$ cat src/rtl/median_filter_pkg.sv
// Types and constants shared by the median filter datapath and its frame source.
package median_filter_pkg;

    localparam int unsigned PIXEL_W = 8;

    typedef struct packed {
        logic [PIXEL_W-1:0] r;
        logic [PIXEL_W-1:0] g;
        logic [PIXEL_W-1:0] b;
    } pixel_t;

    typedef enum logic [1:0] {
        StIdle   = 2'd0,
        StStream = 2'd1,
        StDrain  = 2'd2
    } streamer_state_t;

endpackage

$ cat src/rtl/pixel_valid_if.sv
// Valid-only pixel stream; the slave has no backpressure.
interface pixel_valid_if;
    import median_filter_pkg::*;

    logic   valid;
    pixel_t pixel;

    modport master (output valid, output pixel);
    modport slave  (input valid, input pixel);

endinterface

$ cat src/rtl/stream_pacer.sv
// Pace counter: allows one memory read every PIXEL_PERIOD cycles while enabled,
// with hold suppressing a read only once the pace count has expired.
module stream_pacer #(
    parameter int unsigned PIXEL_PERIOD = 2
) (
    input  logic clk,
    input  logic rst,
    input  logic en,
    input  logic hold_i,
    output logic issue
);

    localparam int unsigned PACE_W = (PIXEL_PERIOD > 1) ? $clog2(PIXEL_PERIOD) : 1;

    logic [PACE_W-1:0] pace_q, pace_d;

    // Issue strobe: pace expired and not throttled.
    always_comb begin
        issue = en && (pace_q == '0) && !hold_i;
    end

    // Reload on issue, count down otherwise; held at 0 outside STREAM so a new frame
    // starts with an immediate read.
    always_comb begin
        pace_d = pace_q;
        if (!en) begin
            pace_d = '0;
        end else if (issue) begin
            pace_d = PACE_W'(PIXEL_PERIOD - 1);
        end else if (pace_q != '0) begin
            pace_d = pace_q - PACE_W'(1);
        end
    end

    // Pace counter register.
    always_ff @(posedge clk) begin
        if (rst) begin
            pace_q <= '0;
        end else begin
            pace_q <= pace_d;
        end
    end

endmodule

$ cat src/rtl/pixel_frame_streamer.sv
// Reads one frame from a synchronous-read frame memory in raster order and streams it
// out as a paced valid-only pixel stream, flagging row ends and the frame end.
module pixel_frame_streamer
    import median_filter_pkg::*;
#(
    parameter int unsigned IMAGE_LEN    = 1080,
    parameter int unsigned IMAGE_HEIGHT = 720,
    parameter int unsigned PIXEL_PERIOD = 2,
    localparam int unsigned ADDR_W      = $clog2(IMAGE_LEN * IMAGE_HEIGHT)
) (
    input  logic              clk,
    input  logic              rst,
    input  logic              start_i,
    input  logic              hold_i,
    output logic              mem_rd_en_o,
    output logic [ADDR_W-1:0] mem_rd_addr_o,
    input  pixel_t            mem_rd_data_i,
    pixel_valid_if.master     pixel_valid_if_o,
    output logic              eol_o,
    output logic              busy_o,
    output logic              done_o
);

    localparam int unsigned NPIX  = IMAGE_LEN * IMAGE_HEIGHT;
    localparam int unsigned COL_W = $clog2(IMAGE_LEN);

    streamer_state_t   state_q, state_d;
    logic [ADDR_W-1:0] addr_q, addr_d;
    logic [COL_W-1:0]  col_q, col_d;

    // Stage 1: read in flight (memory data valid this cycle).
    logic rd_valid_q, rd_valid_d;
    logic rd_eol_q, rd_eol_d;
    logic rd_last_q, rd_last_d;

    // Stage 2: output register.
    logic   valid_q, valid_d;
    pixel_t pixel_q, pixel_d;
    logic   eol_q, eol_d;
    logic   done_q, done_d;

    logic issue;
    logic last_addr;
    logic last_col;

    stream_pacer #(
        .PIXEL_PERIOD (PIXEL_PERIOD)
    ) u_pacer (
        .clk    (clk),
        .rst    (rst),
        .en     (state_q == StStream),
        .hold_i (hold_i),
        .issue  (issue)
    );

    assign last_addr = (addr_q == ADDR_W'(NPIX - 1));
    assign last_col  = (col_q == COL_W'(IMAGE_LEN - 1));

    // FSM and address/column counters; counters only advance on an issued read.
    always_comb begin
        state_d = state_q;
        addr_d  = addr_q;
        col_d   = col_q;
        unique case (state_q)
            StIdle: begin
                if (start_i) begin
                    state_d = StStream;
                    addr_d  = '0;
                    col_d   = '0;
                end
            end
            StStream: begin
                if (issue) begin
                    addr_d = addr_q + ADDR_W'(1);
                    col_d  = last_col ? '0 : col_q + COL_W'(1);
                    if (last_addr) begin
                        state_d = StDrain;
                    end
                end
            end
            StDrain: begin
                // Leave as the final pixel is presented.
                if (done_q) begin
                    state_d = StIdle;
                end
            end
            default: state_d = StIdle;
        endcase
    end

    // Valid/eol/last flags travel alongside the read; pixel holds when no data arrives.
    always_comb begin
        rd_valid_d = issue;
        rd_eol_d   = issue && last_col;
        rd_last_d  = issue && last_addr;
        valid_d    = rd_valid_q;
        eol_d      = rd_eol_q;
        done_d     = rd_last_q;
        pixel_d    = rd_valid_q ? mem_rd_data_i : pixel_q;
    end

    // State, counters and pipeline registers; reset aborts any reads in flight.
    always_ff @(posedge clk) begin
        if (rst) begin
            state_q    <= StIdle;
            addr_q     <= '0;
            col_q      <= '0;
            rd_valid_q <= 1'b0;
            rd_eol_q   <= 1'b0;
            rd_last_q  <= 1'b0;
            valid_q    <= 1'b0;
            pixel_q    <= '0;
            eol_q      <= 1'b0;
            done_q     <= 1'b0;
        end else begin
            state_q    <= state_d;
            addr_q     <= addr_d;
            col_q      <= col_d;
            rd_valid_q <= rd_valid_d;
            rd_eol_q   <= rd_eol_d;
            rd_last_q  <= rd_last_d;
            valid_q    <= valid_d;
            pixel_q    <= pixel_d;
            eol_q      <= eol_d;
            done_q     <= done_d;
        end
    end

    assign mem_rd_en_o            = issue;
    assign mem_rd_addr_o          = addr_q;
    assign pixel_valid_if_o.valid = valid_q;
    assign pixel_valid_if_o.pixel = pixel_q;
    assign eol_o                  = eol_q;
    assign done_o                 = done_q;
    assign busy_o                 = (state_q != StIdle);

endmodule

$ cat src/flat_wrapper.sv
// flat-port wrapper written by rule: the top's interface ports become plain ports
module pixel_frame_streamer_flat import median_filter_pkg::*;
#(
    parameter int unsigned IMAGE_LEN    = 1080,
    parameter int unsigned IMAGE_HEIGHT = 720,
    parameter int unsigned PIXEL_PERIOD = 2,
    localparam int unsigned ADDR_W      = $clog2(IMAGE_LEN * IMAGE_HEIGHT)
)
  (clk, rst, start_i, hold_i, mem_rd_en_o, mem_rd_addr_o, mem_rd_data_i, eol_o, busy_o, done_o, pixel_valid_if_o_valid, pixel_valid_if_o_pixel);
  pixel_valid_if pixel_valid_if_o_i ();
  input  logic clk;
  input  logic rst;
  input  logic start_i;
  input  logic hold_i;
  output logic mem_rd_en_o;
  output logic [ADDR_W-1:0] mem_rd_addr_o;
  input  pixel_t mem_rd_data_i;
  output logic eol_o;
  output logic busy_o;
  output logic done_o;
  output wire logic [$bits(pixel_valid_if_o_i.valid)-1:0] pixel_valid_if_o_valid;
  output wire logic [$bits(pixel_valid_if_o_i.pixel)-1:0] pixel_valid_if_o_pixel;
  assign pixel_valid_if_o_valid = pixel_valid_if_o_i.valid;
  assign pixel_valid_if_o_pixel = pixel_valid_if_o_i.pixel;
  pixel_frame_streamer #(.IMAGE_LEN(IMAGE_LEN), .IMAGE_HEIGHT(IMAGE_HEIGHT), .PIXEL_PERIOD(PIXEL_PERIOD)) u_core (.clk(clk), .rst(rst), .start_i(start_i), .hold_i(hold_i), .mem_rd_en_o(mem_rd_en_o), .mem_rd_addr_o(mem_rd_addr_o), .mem_rd_data_i(mem_rd_data_i), .pixel_valid_if_o(pixel_valid_if_o_i), .eol_o(eol_o), .busy_o(busy_o), .done_o(done_o));
endmodule
$ cat config.mk
export PLATFORM = sky130hd
export DESIGN_NAME = pixel_frame_streamer_flat
export DESIGN_NICKNAME = d
export VERILOG_FILES = /design/src/rtl/median_filter_pkg.sv /design/src/rtl/pixel_valid_if.sv /design/src/rtl/stream_pacer.sv /design/src/rtl/pixel_frame_streamer.sv /design/src/flat_wrapper.sv
export SDC_FILE = /design/constraint.sdc
export NUM_CORES = 1
export LEC_CHECK = 0
export CAP_MARGIN = 20
export CORE_MARGIN = 2
export CORE_UTILIZATION = 40
export DETAILED_ROUTE_END_ITERATION = 12
export HOLD_SLACK_MARGIN = 0.05
export PLACE_DENSITY_LB_ADDON = 0.1
export SLEW_MARGIN = 25
export SYNTH_ARGS = -nofsm -noshare
export SYNTH_HDL_FRONTEND = slang
export SYNTH_SLANG_ARGS = --single-unit
$ cat constraint.sdc
create_clock -name clk -period 2.35 [get_ports clk]
set_input_delay 0.235 -clock clk [delete_from_list [all_inputs] [get_ports clk]]
set_output_delay 0.235 -clock clk [all_outputs]
set_load 0.02 [all_outputs]
# Word level (Yosys, flattened, before mapping)
# Index checks and enable logic that the tools add are counted.
# classes
add_sub_neg	3
n_eq_ne	8
mux	14
n_bitwise	2
n_reduce_logical	11
# ops
op	count
$mux 20	2
$pmux 20 s2	1
$mux 11	3
$pmux 11 s2	1
$add 20x1->20 const B	1
$eq 20x20->1 const B	1
$add 11x1->11 const B	1
$eq 11x11->1 const B	1
$mux 2	4
$ne 2x1->1 const B	3
$pmux 2 s3	1
$logic_and 1x1->1	4
$reduce_and 4->1	1
$reduce_bool 2->1	2
$reduce_and 3->1	1
$eq 2x1->1 const B	1
$eq 2x2->1 const B	1
$logic_not 2->1	1
$mux 1	2
$ne 2x2->1 const B	1
$not 1->1	2
$reduce_or 2->1	1
$logic_not 1->1	1
$sub 1x1->1 const B	1
# word_totals
regBits	64
in_bits	28
output_inout_bits	49
wordCells	51

# Depth between registers and ports, before layout
# logic_depth
word_depth	5
mapped_depth	7
mapped_depth_nobuf	5

# Modules after synthesis
# Synthesis repeated with hierarchy kept, for this count alone.
# unflattened
cells_unflattened	282
area_unflattened_um2	2642.5
# modules_own_cells
mod	instances	cells_per_inst	area_each_um2	seq_area_each_um2
pixel_frame_streamer	1	279	2600.0	1261.2
stream_pacer	1	3	42.5	20.0

# Least setup slack after synthesis
# Ideal clock, no wire load.
# synth_path
path_type	reg2reg
from	reg u_core.state_q[0]
to	reg u_core.addr_q[17] (netlist: u_core.mem_rd_addr_o[17])
setup_ps	71
t_arrival_ps	1863
t_required_ps	2279
setup_slack_ps	417
stages_incl_launch_ff	8
path_buffers	3
period_less_slack_ps	1933
path_cell_list	dfxtp_1 > buf_2 > or4b_4 > buf_6 > a21o_1 > buf_6 > or4_1 > a21oi_1
# synth_between
elab_chain_len	5
elab_cells_between_ends	9
cone_classes	3 x eq/ne; 1 x mux; 5 x reduce/logical
# synth_lines
item	line_no	rtl
start, declared	pixel_frame_streamer.sv:27	streamer_state_t state_q, state_d;
start signal, assigned	pixel_frame_streamer.sv:105	state_q <= StIdle;
start signal, assigned	pixel_frame_streamer.sv:116	state_q <= state_d;
$eq 2x1->1	pixel_frame_streamer.sv:51, pixel_frame_streamer.sv:64	
$logic_and 1x1->1 (2 in a row)	stream_pacer.sv:19	issue = en && (pace_q == '0) && !hold_i;
$ne 2x1->1 (no source line)	--	
$reduce_and 3->1 (no source line)	--	
end signal, assigned	pixel_frame_streamer.sv:117	addr_q <= addr_d;
end, declared	pixel_frame_streamer.sv:28	logic [ADDR_W-1:0] addr_q, addr_d;
# Several ways; a longest one is shown, not always the timed one.
# A chain may end at the register's enable or synchronous reset.

# Worst setup path after layout
# layout_path
from	reg u_core.state_q[0]
to	reg u_core.addr_q[16] (netlist: u_core.mem_rd_addr_o[16])
# Same word-level chain as after synthesis.

==> metrics <==
Tcrit/Tclk final=86.3%; # IOs=77; WL final=about 6500 microns; cts hold-fix bufs=0; FFs w/ async S/R, synth=0%; Final Hold Viols=0; worst-path cell chain=or4b_4, inv_1, o21ai_1, or4_1, a21oi_1; DRC violations left=0; gpl congestion=roughly 0.8; Leak=~1.3 nW; synth top area cells=dfxtp_1 (48%), mux2i_1 (8.9%), nor2_1 (6.1%), a21oi_1 (2.8%), o31ai_1 (2.5%); Rows=29; pwr/cell area=between 500 and 600 mW/mm^2; DP HPWL=between 4000 and 5000 microns; initial antenna violation count=0; r2r setup slk=between 0.3 and 0.4 ns; Worst Tran Pin Value=0.633 ns; DRT iter0 DRCs=about 160; Vias per Instance=~5.2; max-cap violations=0; CTS tree=built; hold path endpoint=u_core.done_o; CTS max path bufs=2; largest net degree at the start of global routing=26; Worst-Skew Late Latency=between 0.3 and 0.4 ns; vias in the first global route=2226; Synth-to-Final Area Change=39.5%; placed inst area=0.00358 sq mm; area of all placed cells without fillers=between 0.003 and 0.004 sq mm; RSZ-0062 raised after global routing=false; Post-CTS Setup Inserts=0; largest stage delay on the critical path=approximately 0.53 ns; setup violation total in the final timing report=0; Hold Crit Depth=1; count of pins over their slew limit=0; endpoint of the worst-slack reg-to-reg timing path=u_core.mem_rd_addr_o[16]; CP max FO=10; slowest stage cell, crit path=or4b_4; Hold WC Path Type=reg -> reg; CP endpoint kind=register; core box area=about 0.0064 sq mm; # port buffers=76; Worst R2R Path Depth=5; Die ar.=roughly 0.0074 sq mm; cell count after synthesis=between 200 and 300; share of cells above drive strength 1=slightly above 9%; critical path required time=between 2 and 3 ns; DIE WIDTH=between 80 and 90 microns; Worst EP arrival=between 2 and 2.5 ns; Inserted Clock Buffers=9; CTS clk-pin slew, worst paths=approximately 0.07 ns; via count=between 2000 and 2500; DRT Pass-1 Iters=4; Synth Flop Type=dfxtp_1; most frequent cells in the layout=clkdlybuf4s50_1 (75), dfxtp_1 (64), nor2_1 (44); Buf/Inv on CP=1; RR Startpoint=u_core.state_q[0]; Root Buffer=clkbuf_8; syn_nets=317; most common cell after layout, fill and taps aside=clkdlybuf4s50_1; Worst Setup SP=u_core.state_q[0]; Top Family by Delay on Critical Path=simple AND/OR/NAND/NOR gates; Starting Density=41.9%; # nets final=403; number of flops mapped to enable cells by yosys=0; Synth top area share=a little under half; min-delay src=u_core.done_d; Final Critical Period=between 2 and 2.5 ns; H-tree depth=3; Avg Cell Area, Syn=9.38 sq um; Die Y=86.0 microns; GRT Total Usage=a little under a fifth; worst IR drop on VDD=about 0.32 mV; Yosys reg bits=64; Worst Setup Start Kind=register; Worst slew margin=~58%; Synth cell types=47; first-pass GRT wire length=between 10000 and 15000 microns; routed len/inst=14.3 microns; Synth Warn #=0; post-route ant nets=0; setup TNS=0 ns; Mapped Area=between 0.002 and 0.003 sq mm; total congestion overflow=0; Num Clock Sinks=64; area leader, netlist=dfxtp_1; Setup CP Type=reg -> reg; Clock Skews=0.00625 ns; ANT cells=0; post-synthesis sequential area ratio=a little under half; status=completed; fmax=between 400 and 500 MHz
==> layout make-up <==
cell class,count,area [sq um]
clock buffer,10,138
clock inverter,6,35.0
fill,593,2670
inverter,3,11.3
multi-input combinational,205,1330
sequential,64,1280
tap,77,96.3
timing repair buffer,90,868
==> cell usage after synthesis, drive strengths merged, types with 5 or more instances <==
cell	n
nor2	44
a21oi	15
xnor2	6
or4	8
mux2i	24
o31ai	9
xor2	6
dfxtp	64
buf	5
o21ai	6
clkbuf	10
nand2	17
or3	6
and3	8
a211oi	5
nand3	6
==> worst max-delay path by stage <==
stage                               end  cells after the start
2_1_floorplan  u_core.mem_rd_addr_o[17]                      7
3_3_place_gp   u_core.mem_rd_addr_o[19]                      5
3_5_place_dp   u_core.mem_rd_addr_o[19]                      5
4_1_cts                     mem_rd_en_o                      3
5_1_grt        u_core.mem_rd_addr_o[14]                      5
6_report       u_core.mem_rd_addr_o[16]                      5
==> what timing repair did <==
| item | 4_1_cts | 5_1_grt |
|---|---|---|
| setup endpoints to repair | 0 | 1 |
| hold endpoints to repair | 0 | 0 |
| resized for setup | 0 | 1 |
==> registers in the layout, summed over array words and instances, names as in the netlist, 2 cells and up <==
| register | count |
|---|---|
| u_core.col_q | 11 |
| u_core.mem_rd_addr_o | 20 |
| u_core.pixel_valid_if_o.pixel | 24 |
| u_core.state_q | 2 |
==> routing by layer <==
metal | wire [microns] | track usage (%)
met5 | 0 | 0
met3 | 368 | 3.66
met4 | 87 | 8.51
met1 | 3250 | 26.0
met2 | 2800 | 27.5
==> stage by stage <==
stage / std cells / worst slack (ns) / hold WS, ns / utilization, % / power (W)
global placement: 439 / 0.0944 / 0.418 / 55.8 / 0.00135
finish: 455 / 0.322 / 0.435 / 58.5 / 0.00216
floorplan: 287 / 0.417 / 0.382 / - / 0.00124
CTS: 455 / 0.0378 / 0.436 / 58.5 / 0.00219
global route: 455 / 0.191 / 0.461 / 58.5 / 0.00225
detailed placement: 439 / 0.0464 / 0.423 / 55.8 / 0.00135
==> power by group <==
group	switching, W	internal, W
sequential	0.0000123	0.00110
combinational	0.000101	0.000112
clock	0.000428	0.000403
==> kinds of logic (layout without fill, tap and decap cells) <==
family                   after synthesis  after routing  synth area share (%)
XOR/XNOR                              12             12                  3.90
flip-flops                            64             64                  47.6
buffers and inverters                 18            109                  3.11
AO/OA/AOI/OAI                         52             52                  13.0
adder cells (fa/ha/maj)                2              2                 0.929
AND/OR/NAND/NOR                      115            115                  22.6
multiplexers                          24             24                  8.92
Note: power is estimated with default switching activity, not from simulation.
